### src/rtl/iic_pkg.sv
// Definitions shared by the I2C master and slave blocks.
// Contents: byte/counter/address widths, ACK/NACK bus levels and the slave
// register-interface FSM state encoding.
package iic_pkg;

    localparam int unsigned BYTE_W     = 8;
    localparam int unsigned BIT_CNT_W  = 3;
    localparam int unsigned DEV_ADDR_W = 7;

    // SDA level seen during the acknowledge bit
    localparam logic ACK  = 1'b0;
    localparam logic NACK = 1'b1;

    typedef enum logic [3:0] {
        ST_IDLE      = 4'd0,
        ST_ADDR      = 4'd1,
        ST_ADDR_ACK  = 4'd2,
        ST_REG       = 4'd3,
        ST_REG_ACK   = 4'd4,
        ST_WDATA     = 4'd5,
        ST_WDATA_ACK = 4'd6,
        ST_RDATA     = 4'd7,
        ST_RDATA_ACK = 4'd8,
        ST_IGNORE    = 4'd9
    } slave_state_t;

endpackage

### src/rtl/iic_slave_regs_if.sv
// Bus bundle between the I2C slave register block and its surroundings.
// Signals: SCL / SDA_in (pad inputs), SDA_oe (open-drain pull-down enable),
// wr_en / wr_addr / wr_data (register write strobe), rd_addr / rd_data
// (register read port), busy (addressed transaction in progress).
interface iic_slave_regs_if;
    import iic_pkg::*;

    logic              SCL;
    logic              SDA_in;
    logic              SDA_oe;
    logic              wr_en;
    logic [BYTE_W-1:0] wr_addr;
    logic [BYTE_W-1:0] wr_data;
    logic [BYTE_W-1:0] rd_addr;
    logic [BYTE_W-1:0] rd_data;
    logic              busy;

    modport slave (
        input  SCL, SDA_in, rd_data,
        output SDA_oe, wr_en, wr_addr, wr_data, rd_addr, busy
    );

    modport master (
        output SCL, SDA_in, rd_data,
        input  SDA_oe, wr_en, wr_addr, wr_data, rd_addr, busy
    );

endinterface

### src/rtl/iic_line_sync.sv
// Synchronizes SCL/SDA into the clk domain and flags bus events.
// Ports: clk, rst (async active-high), scl_in/sda_in (raw pad levels),
// sda (synchronized SDA, aligned with the event pulses), scl_rise, scl_fall,
// start_det, stop_det (one-cycle registered pulses).
module iic_line_sync #(
    parameter int unsigned FILTER_LEN = 2
) (
    input  logic clk,
    input  logic rst,
    input  logic scl_in,
    input  logic sda_in,
    output logic sda,
    output logic scl_rise,
    output logic scl_fall,
    output logic start_det,
    output logic stop_det
);

    logic [FILTER_LEN-1:0] scl_sync;
    logic [FILTER_LEN-1:0] sda_sync;
    logic                  scl_hist;
    logic                  sda_hist;
    logic                  scl_s;
    logic                  sda_s;

    assign scl_s = scl_sync[FILTER_LEN-1];
    assign sda_s = sda_sync[FILTER_LEN-1];

    // Sync chains idle high like the bus; events compare last stage vs history
    always_ff @(posedge clk or posedge rst) begin
        if (rst) begin
            scl_sync  <= '1;
            sda_sync  <= '1;
            scl_hist  <= 1'b1;
            sda_hist  <= 1'b1;
            sda       <= 1'b1;
            scl_rise  <= 1'b0;
            scl_fall  <= 1'b0;
            start_det <= 1'b0;
            stop_det  <= 1'b0;
        end else begin
            scl_sync  <= (scl_sync << 1) | FILTER_LEN'(scl_in);
            sda_sync  <= (sda_sync << 1) | FILTER_LEN'(sda_in);
            scl_hist  <= scl_s;
            sda_hist  <= sda_s;
            sda       <= sda_s;
            scl_rise  <= scl_s & ~scl_hist;
            scl_fall  <= ~scl_s & scl_hist;
            start_det <= scl_s & scl_hist & sda_hist & ~sda_s;
            stop_det  <= scl_s & scl_hist & ~sda_hist & sda_s;
        end
    end

endmodule

### src/rtl/iic_slave_regs.sv
// I2C slave exposing an 8-bit register pointer and byte-wide register port.
// Ports: clk, rst (async active-high), bus (iic_slave_regs_if.slave):
// SCL/SDA_in in, SDA_oe out, wr_en/wr_addr/wr_data write strobe,
// rd_addr/rd_data read port, busy.
// Protocol: [addr/W][reg][data...] writes from reg upward; a repeated START
// followed by [addr/R] reads from the current pointer upward.
module iic_slave_regs
    import iic_pkg::*;
#(
    parameter logic [DEV_ADDR_W-1:0] SLAVE_ADDR = 7'h76,
    parameter int unsigned           FILTER_LEN = 2
) (
    input logic               clk,
    input logic               rst,
    iic_slave_regs_if.slave   bus
);

    slave_state_t         state;
    logic [BYTE_W-1:0]    shift;
    logic [BYTE_W-1:0]    ptr;
    logic [BYTE_W-1:0]    wr_addr_q;
    logic [BYTE_W-1:0]    wr_data_q;
    logic [BIT_CNT_W-1:0] bit_cnt;
    logic                 sda_oe;
    logic                 wr_en;
    logic                 busy;
    logic                 rw;

    logic                 sda;
    logic                 scl_rise;
    logic                 scl_fall;
    logic                 start_det;
    logic                 stop_det;
    logic [BYTE_W-1:0]    rx_byte;
    logic                 last_bit;

    iic_line_sync #(.FILTER_LEN(FILTER_LEN)) u_sync (
        .clk       (clk),
        .rst       (rst),
        .scl_in    (bus.SCL),
        .sda_in    (bus.SDA_in),
        .sda       (sda),
        .scl_rise  (scl_rise),
        .scl_fall  (scl_fall),
        .start_det (start_det),
        .stop_det  (stop_det)
    );

    // Byte as it will look once the bit on the bus this cycle is shifted in
    assign rx_byte  = {shift[BYTE_W-2:0], sda};
    assign last_bit = (bit_cnt == BIT_CNT_W'(BYTE_W - 1));

    // Protocol FSM; START/STOP win over any bit activity in the same cycle
    always_ff @(posedge clk or posedge rst) begin
        if (rst) begin
            state     <= ST_IDLE;
            shift     <= '0;
            ptr       <= '0;
            wr_addr_q <= '0;
            wr_data_q <= '0;
            bit_cnt   <= '0;
            sda_oe    <= 1'b0;
            wr_en     <= 1'b0;
            busy      <= 1'b0;
            rw        <= 1'b0;
        end else begin
            wr_en <= 1'b0;
            if (start_det) begin
                state   <= ST_ADDR;
                bit_cnt <= '0;
                sda_oe  <= 1'b0;
            end else if (stop_det) begin
                state  <= ST_IDLE;
                sda_oe <= 1'b0;
                busy   <= 1'b0;
            end else begin
                case (state)
                    ST_ADDR: if (scl_rise) begin
                        shift   <= rx_byte;
                        bit_cnt <= bit_cnt + BIT_CNT_W'(1);
                        if (last_bit) begin
                            if (rx_byte[BYTE_W-1:1] == SLAVE_ADDR) begin
                                state <= ST_ADDR_ACK;
                                rw    <= sda;
                                busy  <= 1'b1;
                            end else begin
                                state <= ST_IGNORE;
                            end
                        end
                    end
                    ST_REG: if (scl_rise) begin
                        shift   <= rx_byte;
                        bit_cnt <= bit_cnt + BIT_CNT_W'(1);
                        if (last_bit) begin
                            ptr   <= rx_byte;
                            state <= ST_REG_ACK;
                        end
                    end
                    ST_WDATA: if (scl_rise) begin
                        shift   <= rx_byte;
                        bit_cnt <= bit_cnt + BIT_CNT_W'(1);
                        if (last_bit) begin
                            wr_en     <= 1'b1;
                            wr_addr_q <= ptr;
                            wr_data_q <= rx_byte;
                            state     <= ST_WDATA_ACK;
                        end
                    end
                    // ACK states: first fall pulls SDA low, second fall releases and exits
                    ST_ADDR_ACK: if (scl_fall) begin
                        bit_cnt <= '0;
                        if (!sda_oe) begin
                            sda_oe <= 1'b1;
                        end else if (rw) begin
                            state  <= ST_RDATA;
                            shift  <= bus.rd_data;
                            sda_oe <= ~bus.rd_data[BYTE_W-1];
                        end else begin
                            state  <= ST_REG;
                            sda_oe <= 1'b0;
                        end
                    end
                    ST_REG_ACK: if (scl_fall) begin
                        bit_cnt <= '0;
                        if (!sda_oe) begin
                            sda_oe <= 1'b1;
                        end else begin
                            state  <= ST_WDATA;
                            sda_oe <= 1'b0;
                        end
                    end
                    ST_WDATA_ACK: if (scl_fall) begin
                        bit_cnt <= '0;
                        if (!sda_oe) begin
                            sda_oe <= 1'b1;
                        end else begin
                            state  <= ST_WDATA;
                            sda_oe <= 1'b0;
                            ptr    <= ptr + BYTE_W'(1);
                        end
                    end
                    // Shift on rise keeps shift[7] holding the next bit to drive
                    ST_RDATA: begin
                        if (scl_rise) begin
                            shift   <= rx_byte;
                            bit_cnt <= bit_cnt + BIT_CNT_W'(1);
                        end else if (scl_fall) begin
                            if (bit_cnt == '0) begin
                                state  <= ST_RDATA_ACK;
                                sda_oe <= 1'b0;
                            end else begin
                                sda_oe <= ~shift[BYTE_W-1];
                            end
                        end
                    end
                    // Pointer moves on the ACK rise so rd_data has settled by the fall
                    ST_RDATA_ACK: begin
                        if (scl_rise) begin
                            case (sda)
                                ACK:     ptr   <= ptr + BYTE_W'(1);
                                NACK:    state <= ST_IGNORE;
                                default: ;
                            endcase
                        end else if (scl_fall) begin
                            state   <= ST_RDATA;
                            bit_cnt <= '0;
                            shift   <= bus.rd_data;
                            sda_oe  <= ~bus.rd_data[BYTE_W-1];
                        end
                    end
                    default: ;
                endcase
            end
        end
    end

    assign bus.SDA_oe  = sda_oe;
    assign bus.wr_en   = wr_en;
    assign bus.wr_addr = wr_addr_q;
    assign bus.wr_data = wr_data_q;
    assign bus.rd_addr = ptr;
    assign bus.busy    = busy;

endmodule

### src/flat_wrapper.sv
// flat-port wrapper written by rule: the top's interface ports become plain ports
module iic_slave_regs_flat import iic_pkg::*;
#(
    parameter logic [DEV_ADDR_W-1:0] SLAVE_ADDR = 7'h76,
    parameter int unsigned           FILTER_LEN = 2
)
  (clk, rst, bus_SCL, bus_SDA_in, bus_rd_data, bus_SDA_oe, bus_wr_en, bus_wr_addr, bus_wr_data, bus_rd_addr, bus_busy);
  iic_slave_regs_if bus_i ();
  input logic clk;
  input logic rst;
  input wire logic [$bits(bus_i.SCL)-1:0] bus_SCL;
  input wire logic [$bits(bus_i.SDA_in)-1:0] bus_SDA_in;
  input wire logic [$bits(bus_i.rd_data)-1:0] bus_rd_data;
  output wire logic [$bits(bus_i.SDA_oe)-1:0] bus_SDA_oe;
  output wire logic [$bits(bus_i.wr_en)-1:0] bus_wr_en;
  output wire logic [$bits(bus_i.wr_addr)-1:0] bus_wr_addr;
  output wire logic [$bits(bus_i.wr_data)-1:0] bus_wr_data;
  output wire logic [$bits(bus_i.rd_addr)-1:0] bus_rd_addr;
  output wire logic [$bits(bus_i.busy)-1:0] bus_busy;
  assign bus_i.SCL = bus_SCL;
  assign bus_i.SDA_in = bus_SDA_in;
  assign bus_i.rd_data = bus_rd_data;
  assign bus_SDA_oe = bus_i.SDA_oe;
  assign bus_wr_en = bus_i.wr_en;
  assign bus_wr_addr = bus_i.wr_addr;
  assign bus_wr_data = bus_i.wr_data;
  assign bus_rd_addr = bus_i.rd_addr;
  assign bus_busy = bus_i.busy;
  iic_slave_regs #(.SLAVE_ADDR(SLAVE_ADDR), .FILTER_LEN(FILTER_LEN)) u_core (.clk(clk), .rst(rst), .bus(bus_i));
endmodule
### config.mk
export PLATFORM = sky130hd
export DESIGN_NAME = iic_slave_regs_flat
export DESIGN_NICKNAME = d
export VERILOG_FILES = /design/src/rtl/iic_pkg.sv /design/src/rtl/iic_slave_regs_if.sv /design/src/rtl/iic_line_sync.sv /design/src/rtl/iic_slave_regs.sv /design/src/flat_wrapper.sv
export SDC_FILE = /design/constraint.sdc
export NUM_CORES = 1
export LEC_CHECK = 0
export BUFFER_PORTS_ARGS = -buffer_cell sky130_fd_sc_hd__buf_2
export CAP_MARGIN = 20
export CORE_UTILIZATION = 52
export DETAILED_ROUTE_END_ITERATION = 16
export GPL_ROUTABILITY_DRIVEN = 0
export PLACE_DENSITY = 0.81
export SYNTH_ARGS = -nofsm -noshare
export SYNTH_HDL_FRONTEND = slang
export SYNTH_SLANG_ARGS = --single-unit
### constraint.sdc
create_clock -name clk -period 1.8 [get_ports clk]
set_input_delay 0.18 -clock clk [delete_from_list [all_inputs] [get_ports clk]]
set_output_delay 0.18 -clock clk [all_outputs]
set_load 0.05 [all_outputs]
# Word level (Yosys, flattened, before mapping)
# Cells that the tools add are included.
# Widths: inputs -> output; s select.
[totals]
out_inout_bits = 27
input_bits = 12
wordCells = 164
ff_bits = 53
[op_classes]
add_sub_neg = 2
reduce_logical = 21
mux = 64
bitwise_logic = 17
eq_ne = 42
[ops]
columns = ["operator", "count"]
rows = [
  ["$mux 8", 12],
  ["$mux 4", 19],
  ["$pmux 8 s3", 2],
  ["$ne 4x4->1 const B", 8],
  ["$pmux 4 s7", 1],
  ["$mux 1", 22],
  ["$ne 4x3->1 const B", 5],
  ["$mux 3", 6],
  ["$reduce_and 9->1", 2],
  ["$eq 4x3->1 const B", 4],
  ["$ne 2x2->1 const B", 8],
  ["$reduce_and 16->1", 1],
  ["$ne 2x1->1 const B", 5],
  ["$ne 5x5->1 const B", 2],
  ["$reduce_and 5->1", 2],
  ["$pmux 3 s3", 1],
  ["$reduce_bool 9->1", 1],
  ["$add 8x1->8 const B", 1],
  ["$eq 4x2->1 const B", 2],
  ["$ne 4x1->1 const B", 2],
  ["$not 1->1", 8],
  ["$reduce_bool 2->1", 4],
  ["$and 1x1->1", 7],
  ["$eq 7x7->1 const B", 1],
  ["18 further kinds", 20],
]

# Longest topological paths before layout
# Gate-level depths: netlist of run 1.
[logic_depth]
depth_word = 7
depth_mapped = 8
ltp_nobuf = 7

# Modules after synthesis
# From an unflattened synthesis of run 1, not the netlist that was laid out.
[hier_totals]
hier_cells = 272
area_unflattened_um2 = 2751.4
[modules_own_cells]
columns = ["mod", "instances", "area_each_um2", "cells_each", "seq_area_each_um2"]
rows = [
  ["iic_slave_regs", 1, 2457.4, 257, 1076.0],
  ["iic_line_sync", 1, 294.0, 15, 257.7],
]

# Worst setup path after synthesis of run 1
# OpenSTA, ideal clock, no wires.
[synth_path]
kind = "reg2reg"
startpoint = "register u_core.bit_cnt[0]"
endpoint = "register u_core.ptr[0], in the netlist u_core.bus.rd_addr[0]"
arrival_ps = 1927
slack_ps = -248
path_buffers = 0
stages_incl_launch_ff = 8
setup_time_ps = 121
cell_sequence = "dfrtp_1 ha_1 ha_1 nand2_4 or4_4 a221oi_4 o21ai_1 a22o_1"
[synth_between]
elab_chain_cells = 3
[synth_lines]
columns = ["element", "line_no", "source"]
rows = [
  ["start: declaration", "iic_slave_regs.sv:23", "logic [BIT_CNT_W-1:0] bit_cnt;"],
  ["start signal: assignment", "iic_slave_regs.sv:80", "bit_cnt <= bit_cnt + BIT_CNT_W'(1);"],
  ["start signal: assignment", "iic_slave_regs.sv:93", "bit_cnt <= bit_cnt + BIT_CNT_W'(1);"],
  ["start signal: assignment", "iic_slave_regs.sv:101", "bit_cnt <= bit_cnt + BIT_CNT_W'(1);"],
  ["$eq 3x3->1", "iic_slave_regs.sv:51", "assign last_bit = (bit_cnt == BIT_CNT_W'(BYTE_W - 1));"],
  ["$ne 2x1->1 (no source line)", "--", ""],
  ["$reduce_and 9->1 (no source line)", "--", ""],
  ["end signal: assignment", "iic_slave_regs.sv:95", "ptr <= rx_byte;"],
  ["end signal: assignment", "iic_slave_regs.sv:139", "ptr <= ptr + BYTE_W'(1);"],
  ["end signal: assignment", "iic_slave_regs.sv:160", "ACK: ptr <= ptr + BYTE_W'(1);"],
  ["end: declaration", "iic_slave_regs.sv:20", "logic [BYTE_W-1:0] ptr;"],
]
# Every way passes these cells.
# A chain may end at the register's enable or synchronous reset.

# Worst setup path after layout of run 1
[layout_path]
startpoint = "register u_core.bit_cnt[0]"
endpoint = "register u_core.ptr[7], in the netlist u_core.bus.rd_addr[7]"
# The elaborated chain is that of the path after synthesis.

==> metrics.log, run 1 <==
INFO  metric postLayoutSetupSlackWorst = -0.2699 ns
INFO  metric cts.sinks = 53
INFO  metric hold_violations = 0
INFO  metric synthesis.area_per_instance = 10.39 um2
INFO  metric vias_per_cell = 6.258
INFO  metric period_needed = 2.070 ns
INFO  metric drt_pre_antenna_iters = 5
INFO  metric dp.final_hpwl = 5080 um
INFO  metric die_w = 75.99 um
INFO  metric fp-row-count = 26
INFO  metric ys_seq_elements = 53
INFO  metric holdPathStages = 3
INFO  metric synth_compound_area_frac = 0.1714
INFO  metric boundaryPins = 39
INFO  metric p_leak = 1.904 nW
INFO  metric synthCells = 274
INFO  metric finalSetupViolCount = 35
INFO  metric distinct_cells_synth = between 60 and 70
INFO  metric pre_cts_ws = -0.2155 ns
INFO  metric cts-root-buf = sky130_fd_sc_hd__clkbuf_8
INFO  metric pin_count_of_the_biggest_net_entering_global_routing = 34
INFO  metric cp-start-kind = register
INFO  metric path_cells = ha_2, ha_4, nand2_4, or4_4, a221oi_4, buf_6, buf_8, a21oi_2, a21oi_1
INFO  metric clock_path_buffers = 2
INFO  metric synth.yosys.warnings = 0
INFO  metric num_antenna_cells = 0
INFO  metric wire_per_inst = about 21 um
INFO  metric cts_made_buffers = 5
INFO  metric wl = 9458 um
INFO  metric yosys-mux-area-fraction = 0.1095
INFO  metric synth_seq_area_share = 0.4686
INFO  metric timing.hold.worst.class = input pin to register
INFO  metric max_stage_delay = 0.44 ns
INFO  metric floorplan.die_area = 5774 um2
INFO  metric post_synth_instance_area = 2846 um2
INFO  metric largest_family_of_logic_cells_by_synthesized_area = simple AND/OR/NAND/NOR gates
INFO  metric slew_headroom = 0.5414
INFO  metric rr_startpoint = u_core.bit_cnt[0]
INFO  metric synth_ff_type = sky130_fd_sc_hd__dfrtp_1
INFO  metric critical_path.endpoint_type = register
INFO  metric power.ir.vdd_worst = about 0.8 mV
INFO  metric grt_antenna_before_repair = 0
INFO  metric yosys.area_share.xor_xnor = 0.003077
INFO  metric count_of_final_max_slew_check_failures = 0
INFO  metric drive_gt1_frac = 0.5160
INFO  metric fin_hold_ws = approximately 0.13 ns
INFO  metric path_depth_of_the_worst_reg2reg_path = 9
INFO  metric synth_top_area_cell = sky130_fd_sc_hd__dfrtp_1
INFO  metric worstPathArrival = 2.33 ns
INFO  metric failed_checks = setup timing
INFO  metric floorplan.initialDensity = 0.5469
INFO  metric worst_hold_endpoint = u_core.shift[3]
INFO  metric postSynth.asyncResetShare = 1.000
INFO  metric final_skew = ~0.011 ns
INFO  metric synth_edf_count = 0
INFO  metric area_delta_synth_final = 43.34%
INFO  metric coreArea = roughly 5200 um2
INFO  metric finalNetCount = approximately 390
INFO  metric drtAntennaViolNets = 0
INFO  metric commonest_non_fill_non_tap_cell_in_the_layout = sky130_fd_sc_hd__buf_4
INFO  metric required_time_of_the_worst_setup_path = 2.06 ns
INFO  metric grt_overflow = 0
INFO  metric worst_skew_pair.late_latency = 0.33 ns
INFO  metric timing.setup.critical_path_class = register to register
INFO  metric final_period_utilization = 1.150
INFO  metric hold_path_startpoint = bus_rd_data[3]
INFO  metric dr.first_iter.drc_count = 476
INFO  metric cts-htree-levels = 2
INFO  metric synth_nets = 290
INFO  metric clock.fmax = ~480 MHz
INFO  metric mostFrequentLayoutCells = 52 x sky130_fd_sc_hd__buf_4, 43 x sky130_fd_sc_hd__dfrtp_1, 38 x sky130_fd_sc_hd__buf_2, 17 x sky130_fd_sc_hd__mux2_4
INFO  metric yosys.area_share.simple = 0.1864
INFO  metric tritoncts = done
INFO  metric synth-adder-area-share = 0.01758
INFO  metric via_count = 2791
INFO  metric status = complete, but fails checks
INFO  metric power-per-cell-area = 1561 nW/um2
INFO  metric slowest_stage = sky130_fd_sc_hd__or4_4
INFO  metric cap_viol_max_count = 0
INFO  metric drc = 0
INFO  metric tns = -5.292 ns
INFO  metric ff2ff_setup_slack = -0.27 ns
INFO  metric netlist_top_cells_area = sky130_fd_sc_hd__dfrtp_1 41%, sky130_fd_sc_hd__dfstp_2 5.5%, sky130_fd_sc_hd__mux2i_1 4.2%
INFO  metric portBuffers = 38
INFO  metric finalPower = between 6 and 7 mW
INFO  metric grt_pass1_wl = 12500 um
INFO  metric clkTransAtPathRegs = 0.11 ns
INFO  metric first_global_vias = 2554
INFO  metric rsz_0062_raised_after_global_routing = yes
INFO  metric worst_r2r_endpoint = u_core.bus.rd_addr[7]
INFO  metric worst-slew-pin-transition = between 0.6 and 0.7 ns
INFO  metric synth_top_area_share = 0.4132
INFO  metric crit_fanout = 7
INFO  metric floorplan.die.height = 75.99 um
INFO  metric grtUsageTotal = 0.2761
-- cells in the mapped netlist (2+ instances only) --
cell and count:
sky130_fd_sc_hd__nand2b_1 7, sky130_fd_sc_hd__nor2_1 18, sky130_fd_sc_hd__a41o_1 2, sky130_fd_sc_hd__o21ai_0 20
sky130_fd_sc_hd__nand2_1 20, sky130_fd_sc_hd__o22ai_1 4, sky130_fd_sc_hd__a21oi_1 14, sky130_fd_sc_hd__o21bai_1 2
sky130_fd_sc_hd__nand4b_1 2, sky130_fd_sc_hd__mux2_2 7, sky130_fd_sc_hd__dfrtp_1 47, sky130_fd_sc_hd__ha_1 4
sky130_fd_sc_hd__nand3_1 9, sky130_fd_sc_hd__mux2i_1 12, sky130_fd_sc_hd__or3_1 2, sky130_fd_sc_hd__a21o_1 3
sky130_fd_sc_hd__and2_1 3, sky130_fd_sc_hd__buf_2 8, sky130_fd_sc_hd__nor2b_1 8, sky130_fd_sc_hd__nand4_1 2
sky130_fd_sc_hd__o31ai_1 3, sky130_fd_sc_hd__buf_6 3, sky130_fd_sc_hd__nand3b_1 2, sky130_fd_sc_hd__mux2_1 10
sky130_fd_sc_hd__inv_1 8, sky130_fd_sc_hd__a31oi_1 2, sky130_fd_sc_hd__a21oi_2 5, sky130_fd_sc_hd__dfstp_2 6
sky130_fd_sc_hd__nor3b_1 4, sky130_fd_sc_hd__nor3_1 5
-- per-stage QoR --
stage	area [um2]	cells	utilization
floorplan	2917	274	-
global placement	3458	413	0.6644
detailed placement	3458	413	0.6644
CTS	3727	430	0.7161
global route	4080	446	0.7839
finish	4080	446	0.7839
-- kinds of logic after synthesis --
family / count (synthesis)
compound gates: 70
xor+xnor: 1
fa+ha+maj: 4
buf+inv: 23
flops: 53
mux: 29
simple gates: 94
-- repair_timing --
| item | in CTS | in global routing |
|---|---|---|
| endpoints found under the hold margin | 26 | 0 |
| cloned | 1 | 2 |
| buffers inserted | 5 | 14 |
| setup endpoints to repair | 31 | 41 |
| gates resized for setup | 21 | 66 |
| hold buffers | 3 | 0 |
| pin swaps | 11 | 23 |
-- worst max-delay path, delay by kind of cell (launching register included) --
kind            cells  cell delay, ns
fa+ha+maj           2            0.37
compound gates      3            0.47
buf+inv             2            0.29
simple gates        2            0.50
flops               1            0.38
-- power by group --
part           internal [mW]  switching [mW]
Sequential              1.45           0.402
Combinational           1.69            2.08
Clock                  0.318           0.432
-- layout make-up --
class,instances,area [um2]
flip-flops and latches,53,1339
well taps,70,87.58
fillers,295,1125
inverters,8,30.03
repair buffers,109,844.6
multi-input cells,198,1680
clock inverters,2,16.27
clock buffers,6,82.58
-- layer usage --
layer / track usage / wire (um) / vias up / part of all wire
met5: 0 / 0 / - / 0
met4: 0.1096 / 510 / 0 / 0.054
met3: 0.06228 / 734 / 54 / 0.078
met2: 0.4509 / 4555 / 178 / 0.48
met1: 0.3579 / 3658 / 1366 / 0.39
li1: - / - / 1193 / -
-- worst max-delay path by stage --
stage / start / end / slack, ns / depth (start not counted)
5_1_grt: u_core.bit_cnt[0] / u_core.bus.rd_addr[4] / -0.37 / 9
3_5_place_dp: u_core.bit_cnt[1] / u_core.bus.rd_addr[4] / -0.22 / 8
4_1_cts: u_core.bit_cnt[1] / u_core.bus.rd_addr[4] / -0.18 / 9
3_3_place_gp: u_core.bit_cnt[1] / u_core.bus.rd_addr[4] / -0.12 / 8
2_1_floorplan: u_core.bit_cnt[0] / u_core.bus.rd_addr[0] / -0.16 / 7
6_report: u_core.bit_cnt[0] / u_core.bus.rd_addr[7] / -0.27 / 9
-- sequential cells by signal, indices dropped and copies added, names as in the netlist, 2 cells and up --
name,count
u_core.shift,8
u_core.bus.wr_addr,8
u_core.u_sync.scl_sync,2
u_core.bit_cnt,3
u_core.bus.rd_addr,8
u_core.bus.wr_data,8
u_core.state,4
u_core.u_sync.sda_sync,2
(Power assumes the default switching activity.)
==> inputs of run 2 (changes only) <==
--- a/config.mk
+++ b/config.mk
@@ -7,3 +7,3 @@
 export LEC_CHECK = 0
-export BUFFER_PORTS_ARGS = -buffer_cell sky130_fd_sc_hd__buf_2
+export BUFFER_PORTS_ARGS = -buffer_cell sky130_fd_sc_hd__buf_4
 export CAP_MARGIN = 20
--- a/constraint.sdc
+++ b/constraint.sdc
@@ -3,2 +3,2 @@
 set_output_delay 0.18 -clock clk [all_outputs]
-set_load 0.05 [all_outputs]
+set_load 0.1 [all_outputs]
==> run 2 against run 1 <==
- the flow still finishes with violations (setup timing)
- total power decreased by 0.96%
- combinational power about the same
- fmax increased by 3.2%
- worst setup slack improved by 0.064 ns
- worst hold slack improved by 0.019 ns
- critical path depth decreased by 1
- sequential cell count unchanged
==> metrics.log, run 2 (synthesized netlist as in run 1, its figures left out) <==
INFO  metric rsz_0062_raised_after_global_routing = yes
INFO  metric worst_setup_path_startpoint = u_core.bit_cnt[1]
INFO  metric hold_violations = 0 (unchanged)
INFO  metric fill_cells = 316 (+7.1%)
INFO  metric timing.hold.worst.class = input pin to register
INFO  metric required_time_of_the_worst_setup_path = 2.04 ns (-0.02 ns)
INFO  metric postLayoutSetupSlackWorst = -0.2060 ns (+0.06397 ns)
INFO  metric path_cells = ha_2, ha_4, nand2_4, or4_4, a221oi_4, buf_6, a21oi_2, a21oi_1
INFO  metric worst_r2r_endpoint = u_core.bus.rd_addr[3]
INFO  metric timing.setup.critical_path_class = register to register
INFO  metric worstSetupPathDepth = 8 (-1)
INFO  metric crit_fanout = 6 (-1)
INFO  metric wl = 7923 um (-16%)
INFO  metric switching_power_share_of_the_total = 0.4849 (+0.02716)
INFO  metric max_stage_delay = 0.43 ns (about the same)
INFO  metric power-per-cell-area = 1598 nW/um2 (+2.3%)
INFO  metric first_global_vias = 2469 (-3.3%)
INFO  metric dp.final_hpwl = 4924 um (-3.1%)
INFO  metric final_skew = 0.01168 ns (+0.0006246 ns)
INFO  metric drc = 0 (unchanged)
INFO  metric clock_path_buffers = 2 (unchanged)
INFO  metric die_w = 75.99 um (unchanged)
INFO  metric floorplan.die.height = 75.99 um (unchanged)
INFO  metric grtUsageTotal = 0.2581 (-0.01802)
INFO  metric clock_power_share = 0.115 (-0.003)
INFO  metric boundaryPins = 39 (unchanged)
INFO  metric rr_startpoint = u_core.bit_cnt[1]
INFO  metric worstPathArrival = 2.25 ns (-0.08 ns)
INFO  metric ff2ff_setup_slack = -0.21 ns (+0.06 ns)
INFO  metric cts-htree-levels = 2 (unchanged)
INFO  metric finalPower = 6.310 mW (-0.96%)
INFO  metric num_antenna_cells = 0 (unchanged)
INFO  metric floorplan.die_area = 5774 um2 (unchanged)
INFO  metric coreArea = 5205 um2 (unchanged)
INFO  metric mostFrequentLayoutCells = 74 x sky130_fd_sc_hd__buf_4, 41 x sky130_fd_sc_hd__dfrtp_1, 20 x sky130_fd_sc_hd__nand2_1, 18 x sky130_fd_sc_hd__o21ai_0, 16 x sky130_fd_sc_hd__mux2_4
INFO  metric drt_pre_antenna_iters = 5 (unchanged)
INFO  metric grt_pass1_wl = 11830 um (-5.3%)
INFO  metric cts-root-buf = sky130_fd_sc_hd__clkbuf_8
INFO  metric path_delay_family = compound AO/OA/AOI/OAI gates
INFO  metric fp-row-count = 26 (unchanged)
INFO  metric cts_made_buffers = 5 (unchanged)
INFO  metric drtAntennaViolNets = 0 (unchanged)
INFO  metric slew_headroom = 0.7172 (+0.1757)
INFO  metric numPlacedInstances = 406 (-1.7%)
INFO  metric clkTransAtPathRegs = 0.11 ns (about the same)
INFO  metric count_of_final_max_slew_check_failures = 0 (unchanged)
INFO  metric grt_antenna_before_repair = 0 (unchanged)
INFO  metric grt_overflow = 0 (unchanged)
INFO  metric critPathBufInv = 1 (-1)
INFO  metric pwr-share-comb = 0.593 (about the same)
INFO  metric finalNetCount = 374 (-4.3%)
INFO  metric dr.first_iter.drc_count = 479 (+0.63%)
INFO  metric vias_per_cell = 6.072 (-3.0%)
INFO  metric wire_per_inst = 18.47 um (-13%)
INFO  metric failed_checks = setup timing
INFO  metric cp-start-kind = register
INFO  metric worst-slew-pin-transition = 0.4214 ns (-0.2654 ns)
INFO  metric endpoint_of_the_most_critical_setup_path = u_core.bus.rd_addr[3]
INFO  metric drive_gt1_frac = 0.4680 (-0.04799)
INFO  metric commonest_non_fill_non_tap_cell_in_the_layout = sky130_fd_sc_hd__buf_4
INFO  metric tns = -3.187 ns (+2.105 ns)
INFO  metric final-instance-count-excl-fill = 429 (-3.8%)
INFO  metric tritoncts = done
INFO  metric floorplan.initialDensity = 0.5469 (unchanged)
INFO  metric sequentialPowerShare = 0.292 (about the same)
INFO  metric cap_viol_max_count = 0 (unchanged)
INFO  metric area_delta_synth_final = 38.73%
INFO  metric p_leak = 1.822 nW (-4.3%)
INFO  metric finalSetupViolCount = 31 (-11%)
INFO  metric cell_internal_pwr = 3.250 mW (-5.9%)
INFO  metric period_needed = 2.006 ns (-0.06397 ns)
INFO  metric hold_path_startpoint = bus_rd_data[0]
INFO  metric critical_path.endpoint_type = register
INFO  metric worst_skew_pair.late_latency = 0.32 ns (about the same)
INFO  metric clock.fmax = 498.5 MHz (+3.2%)
INFO  metric slowest_stage = sky130_fd_sc_hd__or4_4
INFO  metric power.switching = 3.060 mW (+4.9%)
INFO  metric cts.sinks = 53 (unchanged)
INFO  metric status = complete, but fails checks
INFO  metric portBuffers = 38 (unchanged)
INFO  metric power.ir.vdd_worst = 1.083 mV (+32%)
INFO  metric final_period_utilization = 1.114 (-0.03554)
INFO  metric via_count = 2605 (-6.7%)
INFO  metric path_depth_of_the_worst_reg2reg_path = 8 (-1)
INFO  metric pin_count_of_the_biggest_net_entering_global_routing = 54 (+59%)
INFO  metric pre_cts_ws = -0.1730 ns (+0.04248 ns)
-- run 2: cell types whose count changed in the layout (fill, tap and decap cells not counted), moves of 6 or more --
cell                      previous run  this run
sky130_fd_sc_hd__buf_2              38         2
sky130_fd_sc_hd__buf_4              52        74
sky130_fd_sc_hd__nand2_1            14        20
sky130_fd_sc_hd__nand2_2             7         1
sky130_fd_sc_hd__o21ai_0            10        18
sky130_fd_sc_hd__o21ai_1            11         3
-- run 2: power groups by stage --
stage               Combinational, mW  Clock (mW)  Sequential, mW
finish                           3.74       0.723            1.84
global route                     3.95       0.768            1.87
CTS                              3.33       0.731            1.80
detailed placement               3.16           0            1.80
global placement                 3.06           0            1.78
floorplan                        1.58           0            2.40
-- run 2: worst min-delay path by stage --
stage / to / slack, ns / cells after the start
2_1_floorplan: u_core.u_sync.scl_sync[0] / 0.18 / 0
3_3_place_gp: u_core.bus.wr_data[0] / 0.26 / 3
3_5_place_dp: u_core.bus.wr_data[0] / 0.26 / 3
4_1_cts: u_core.shift[5] / 0.15 / 3
5_1_grt: u_core.shift[2] / 0.15 / 3
6_report: u_core.shift[0] / 0.15 / 3
-- run 2: cell type report --
| class | count | area [um2] | area share |
|---|---|---|---|
| clock buffer | 5 | 68.82 | 0.01743 |
| clock inverter | 3 | 26.28 | 0.006654 |
| inverter | 8 | 30.03 | 0.007605 |
| multi-input combinational | 198 | 1600 | 0.4053 |
| sequential | 53 | 1341 | 0.3397 |
| tap | 70 | 87.58 | 0.02218 |
| timing repair buffer | 92 | 794.5 | 0.2012 |
-- run 2: layer usage --
metal	share of wire	vias up	wire [um]	GRT usage
li1	-	1151	-	-
met1	0.41	1286	3212	0.3344
met2	0.50	140	3950	0.4291
met3	0.073	28	578	0.05389
met4	0.023	0	181	0.09423
met5	0	-	0	0
-- run 2: what timing repair did --
action / 4_1_cts / 5_1_grt
endpoints found under the setup margin: 40 / 41
hold buffers: 3 / 0
buffers inserted: 3 / 7
cloned: 0 / 2
endpoints found under the hold margin: 49 / 0
resized for setup: 26 / 22
pin swaps: 8 / 6
-- run 2: worst register-to-register path, cell delays in order (launching register included) --
cell	delay [ns]
sky130_fd_sc_hd__dfrtp_1	0.39
sky130_fd_sc_hd__ha_2	0.20
sky130_fd_sc_hd__ha_4	0.14
sky130_fd_sc_hd__nand2_4	0.04
sky130_fd_sc_hd__or4_4	0.43
sky130_fd_sc_hd__a221oi_4	0.34
sky130_fd_sc_hd__buf_6	0.19
sky130_fd_sc_hd__a21oi_2	0.06
sky130_fd_sc_hd__a21oi_1	0.14
-- run 2: through the flow --
step,area [um2],hold slack [ns],utilization
floorplan,2922,0.1845,-
global route,3949,0.1479,0.7587
CTS,3769,0.1455,0.7240
global placement,3530,0.2560,0.6781
finish,3949,0.1496,0.7587
detailed placement,3530,0.2595,0.6781
==> inputs of run 3 (changes only) <==
Settings changed: CELL_PAD_IN_SITES_DETAIL_PLACEMENT set to 0, CELL_PAD_IN_SITES_GLOBAL_PLACEMENT set to 1, CORE_UTILIZATION 52 to 40, PLACE_DENSITY 0.81 to 0.8.
==> run 3 against run 2 <==
- the run still ends with setup timing left
- global-route usage decreased by 5.6 points
- utilization decreased by 17 points
- largest power group unchanged
- clock skew decreased by 0.0047 ns
- via count decreased by 6.2%
- critical path depth decreased by 1
- combinational power about the same
- worst hold slack improved by 0.0020 ns
- die area increased by 29%
- sequential share of layout area decreased by 0.57 points
- first-iteration DRC count decreased by 64%
- non-clock buffer count increased by 8
- cell area increased by 1.6%
==> metrics.log, run 3 (synthesized netlist as in run 1, its figures left out) <==
INFO  metric worst-slew-pin-transition = 0.4696 ns (+0.04814 ns)
INFO  metric power-per-cell-area = 1531 nW/um2 (-4.2%)
INFO  metric cts-root-buf = sky130_fd_sc_hd__clkbuf_8
INFO  metric drive_gt1_frac = 0.4796 (+0.01160)
INFO  metric final_cell_area = 4013 um2 (+1.6%)
INFO  metric switching_power_share_of_the_total = 0.4666 (-0.01839)
INFO  metric critical_path.endpoint_type = register
INFO  metric clock.fmax = 516.3 MHz (+3.6%)
INFO  metric portBuffers = 38 (unchanged)
INFO  metric cts_made_buffers = 5 (unchanged)
INFO  metric hold_path_startpoint = bus_rd_data[0]
INFO  metric sequentialPowerShare = 0.289 (-0.003)
INFO  metric max_stage_delay = 0.43 ns (about the same)
INFO  metric power.switching = 2.867 mW (-6.3%)
INFO  metric detailed_place.area = 3640 um2 (+3.1%)
INFO  metric vias_per_cell = 5.276 (-13%)
INFO  metric floorplan.die_area = 7457 um2 (+29%)
INFO  metric final_util = 0.5874 (-0.1713)
INFO  metric worst_skew_pair.late_latency = 0.31 ns (about the same)
INFO  metric finalNetCount = 382 (+2.1%)
INFO  metric boundaryPins = 39 (unchanged)
INFO  metric wl = 7123 um (-10%)
INFO  metric floorplan.initialDensity = 0.4167 (-0.1302)
INFO  metric area_delta_synth_final = 40.97%
INFO  metric hold_violations = 0 (unchanged)
INFO  metric clock_path_buffers = 2 (unchanged)
INFO  metric worst_hold_endpoint = u_core.shift[0]
INFO  metric rr_startpoint = u_core.bit_cnt[0]
INFO  metric status = complete, but fails checks
INFO  metric first_global_vias = 2411 (-2.3%)
INFO  metric finalPower = 6.144 mW (-2.6%)
INFO  metric path_cells = ha_2, ha_4, nand2_4, or4_4, a221oi_4, a21boi_2, a2bb2oi_2
INFO  metric finalSetupViolCount = 31 (unchanged)
INFO  metric fp-row-count = 30 (+15%)
INFO  metric tritoncts = done
INFO  metric final_skew = 0.006982 ns (-0.004699 ns)
INFO  metric tns = -1.971 ns (+1.216 ns)
INFO  metric postLayoutSetupSlackWorst = -0.1370 ns (+0.06892 ns)
INFO  metric floorplan.die.height = 86.36 um (+14%)
INFO  metric cell_internal_pwr = 3.278 mW (+0.85%)
INFO  metric pwr-share-comb = 0.603 (+0.010)
INFO  metric p_leak = 1.862 nW (+2.2%)
INFO  metric crit_fanout = 4 (-2)
INFO  metric cts.sinks = 53 (unchanged)
INFO  metric mostFrequentLayoutCells = 87 x sky130_fd_sc_hd__buf_4, 42 x sky130_fd_sc_hd__dfrtp_1, 20 x sky130_fd_sc_hd__nand2_1, 20 x sky130_fd_sc_hd__o21ai_0, 16 x sky130_fd_sc_hd__mux2_4
INFO  metric worst_r2r_endpoint = u_core.bus.rd_addr[5]
INFO  metric drtAntennaViolNets = 0 (unchanged)
INFO  metric dr.first_iter.drc_count = 174 (-64%)
INFO  metric holdPathStages = 3 (unchanged)
INFO  metric final_period_utilization = 1.076 (-0.03829)
INFO  metric grt_overflow = 0 (unchanged)
INFO  metric grt_pass1_wl = 11830 um (about the same)
INFO  metric critPathBufInv = 0 (-1)
INFO  metric drt_pre_antenna_iters = 4 (-1)
INFO  metric grtUsageTotal = 0.2021 (-0.05601)
INFO  metric dp.final_hpwl = 4874 um (-1.0%)
INFO  metric numPlacedInstances = 444 (+9.4%)
INFO  metric ff2ff_setup_slack = -0.14 ns (+0.07 ns)
INFO  metric count_of_final_max_slew_check_failures = 0 (unchanged)
INFO  metric final-instance-count-excl-fill = 463 (+7.9%)
INFO  metric commonest_non_fill_non_tap_cell_in_the_layout = sky130_fd_sc_hd__buf_4
INFO  metric cts-htree-levels = 2 (unchanged)
INFO  metric timing.hold.worst.class = input pin to register
INFO  metric clkTransAtPathRegs = 0.09 ns (-0.02 ns)
INFO  metric period_needed = 1.937 ns (-0.06892 ns)
INFO  metric pin_count_of_the_biggest_net_entering_global_routing = 54 (unchanged)
INFO  metric cp-start-kind = register
INFO  metric via_count = 2443 (-6.2%)
INFO  metric cap_viol_max_count = 0 (unchanged)
INFO  metric slowest_stage = sky130_fd_sc_hd__or4_4
INFO  metric wire_per_inst = 15.38 um (-17%)
INFO  metric clock_power_share = 0.108 (-0.007)
INFO  metric pre_cts_ws = -0.1581 ns (+0.01490 ns)
INFO  metric grt_antenna_before_repair = 0 (unchanged)
INFO  metric rsz_0062_raised_after_global_routing = yes
INFO  metric failed_checks = setup timing
INFO  metric path_delay_family = compound AO/OA/AOI/OAI gates
INFO  metric die_w = 86.36 um (+14%)
INFO  metric required_time_of_the_worst_setup_path = 2.04 ns (about the same)
INFO  metric worstPathArrival = 2.18 ns (-0.07 ns)
INFO  metric path_depth_of_the_worst_reg2reg_path = 7 (-1)
INFO  metric drc = 0 (unchanged)
INFO  metric slew_headroom = 0.6869 (-0.03021)
INFO  metric coreArea = 6832 um2 (+31%)
INFO  metric fill_cells = 609 (+93%)
INFO  metric fin_hold_ws = 0.1516 ns (+0.002037 ns)
INFO  metric num_antenna_cells = 0 (unchanged)
INFO  metric timing.setup.critical_path_class = register to register
INFO  metric power.ir.vdd_worst = 0.5788 mV (-47%)
[run 3: area by class of cell]
cell class                 count  area, um2  area share
clock buffer                   6      72.57     0.01809
clock inverter                 2      13.76    0.003430
inverter                       8      32.53    0.008107
multi-input combinational    198       1598      0.3982
sequential                    53       1340      0.3340
tap                           96      120.1     0.02993
timing repair buffer         100      835.8      0.2083
[run 3: worst min-delay path, stage by stage]
cell	delay [ns]
sky130_fd_sc_hd__buf_4	0.08
sky130_fd_sc_hd__a21oi_1	0.04
sky130_fd_sc_hd__o21ai_0	0.12
[run 3: power by group through the flow]
| stage | Clock (mW) | Combinational, mW | Sequential (mW) |
|---|---|---|---|
| after CTS | 0.691 | 3.53 | 1.77 |
| after global placement | 0 | 3.27 | 1.76 |
| after floorplan | 0 | 1.58 | 2.40 |
| after global routing | 0.727 | 3.98 | 1.82 |
| after detailed placement | 0 | 3.31 | 1.77 |
| final | 0.662 | 3.71 | 1.78 |
[run 3: worst max path at each step]
stage,slack (ns),start,depth (start not counted),endpoint
CTS,-0.14,u_core.bit_cnt[0],7,u_core.bus.rd_addr[5]
finish,-0.14,u_core.bit_cnt[0],7,u_core.bus.rd_addr[5]
detailed placement,-0.16,u_core.bit_cnt[1],8,u_core.bus.rd_addr[4]
floorplan,-0.19,u_core.bit_cnt[0],7,u_core.bus.rd_addr[0]
global placement,-0.14,u_core.state[2],6,u_core.state[1]
global route,-0.26,u_core.bit_cnt[0],8,u_core.bus.rd_addr[7]
[run 3: routing by layer]
| metal | global-route usage | routed length (um) |
|---|---|---|
| met1 | 0.2761 | 3337 |
| met2 | 0.3203 | 3394 |
| met3 | 0.04667 | 286 |
| met4 | 0.06212 | 105 |
| met5 | 0 | 0 |
[run 3: repair_timing]
action	4_1_cts	5_1_grt
pin swaps	9	8
setup buffers	3	4
gates cloned	1	0
endpoints found under the setup margin	38	40
resized for setup	29	17
hold buffers	3	0
endpoints found under the hold margin	49	0
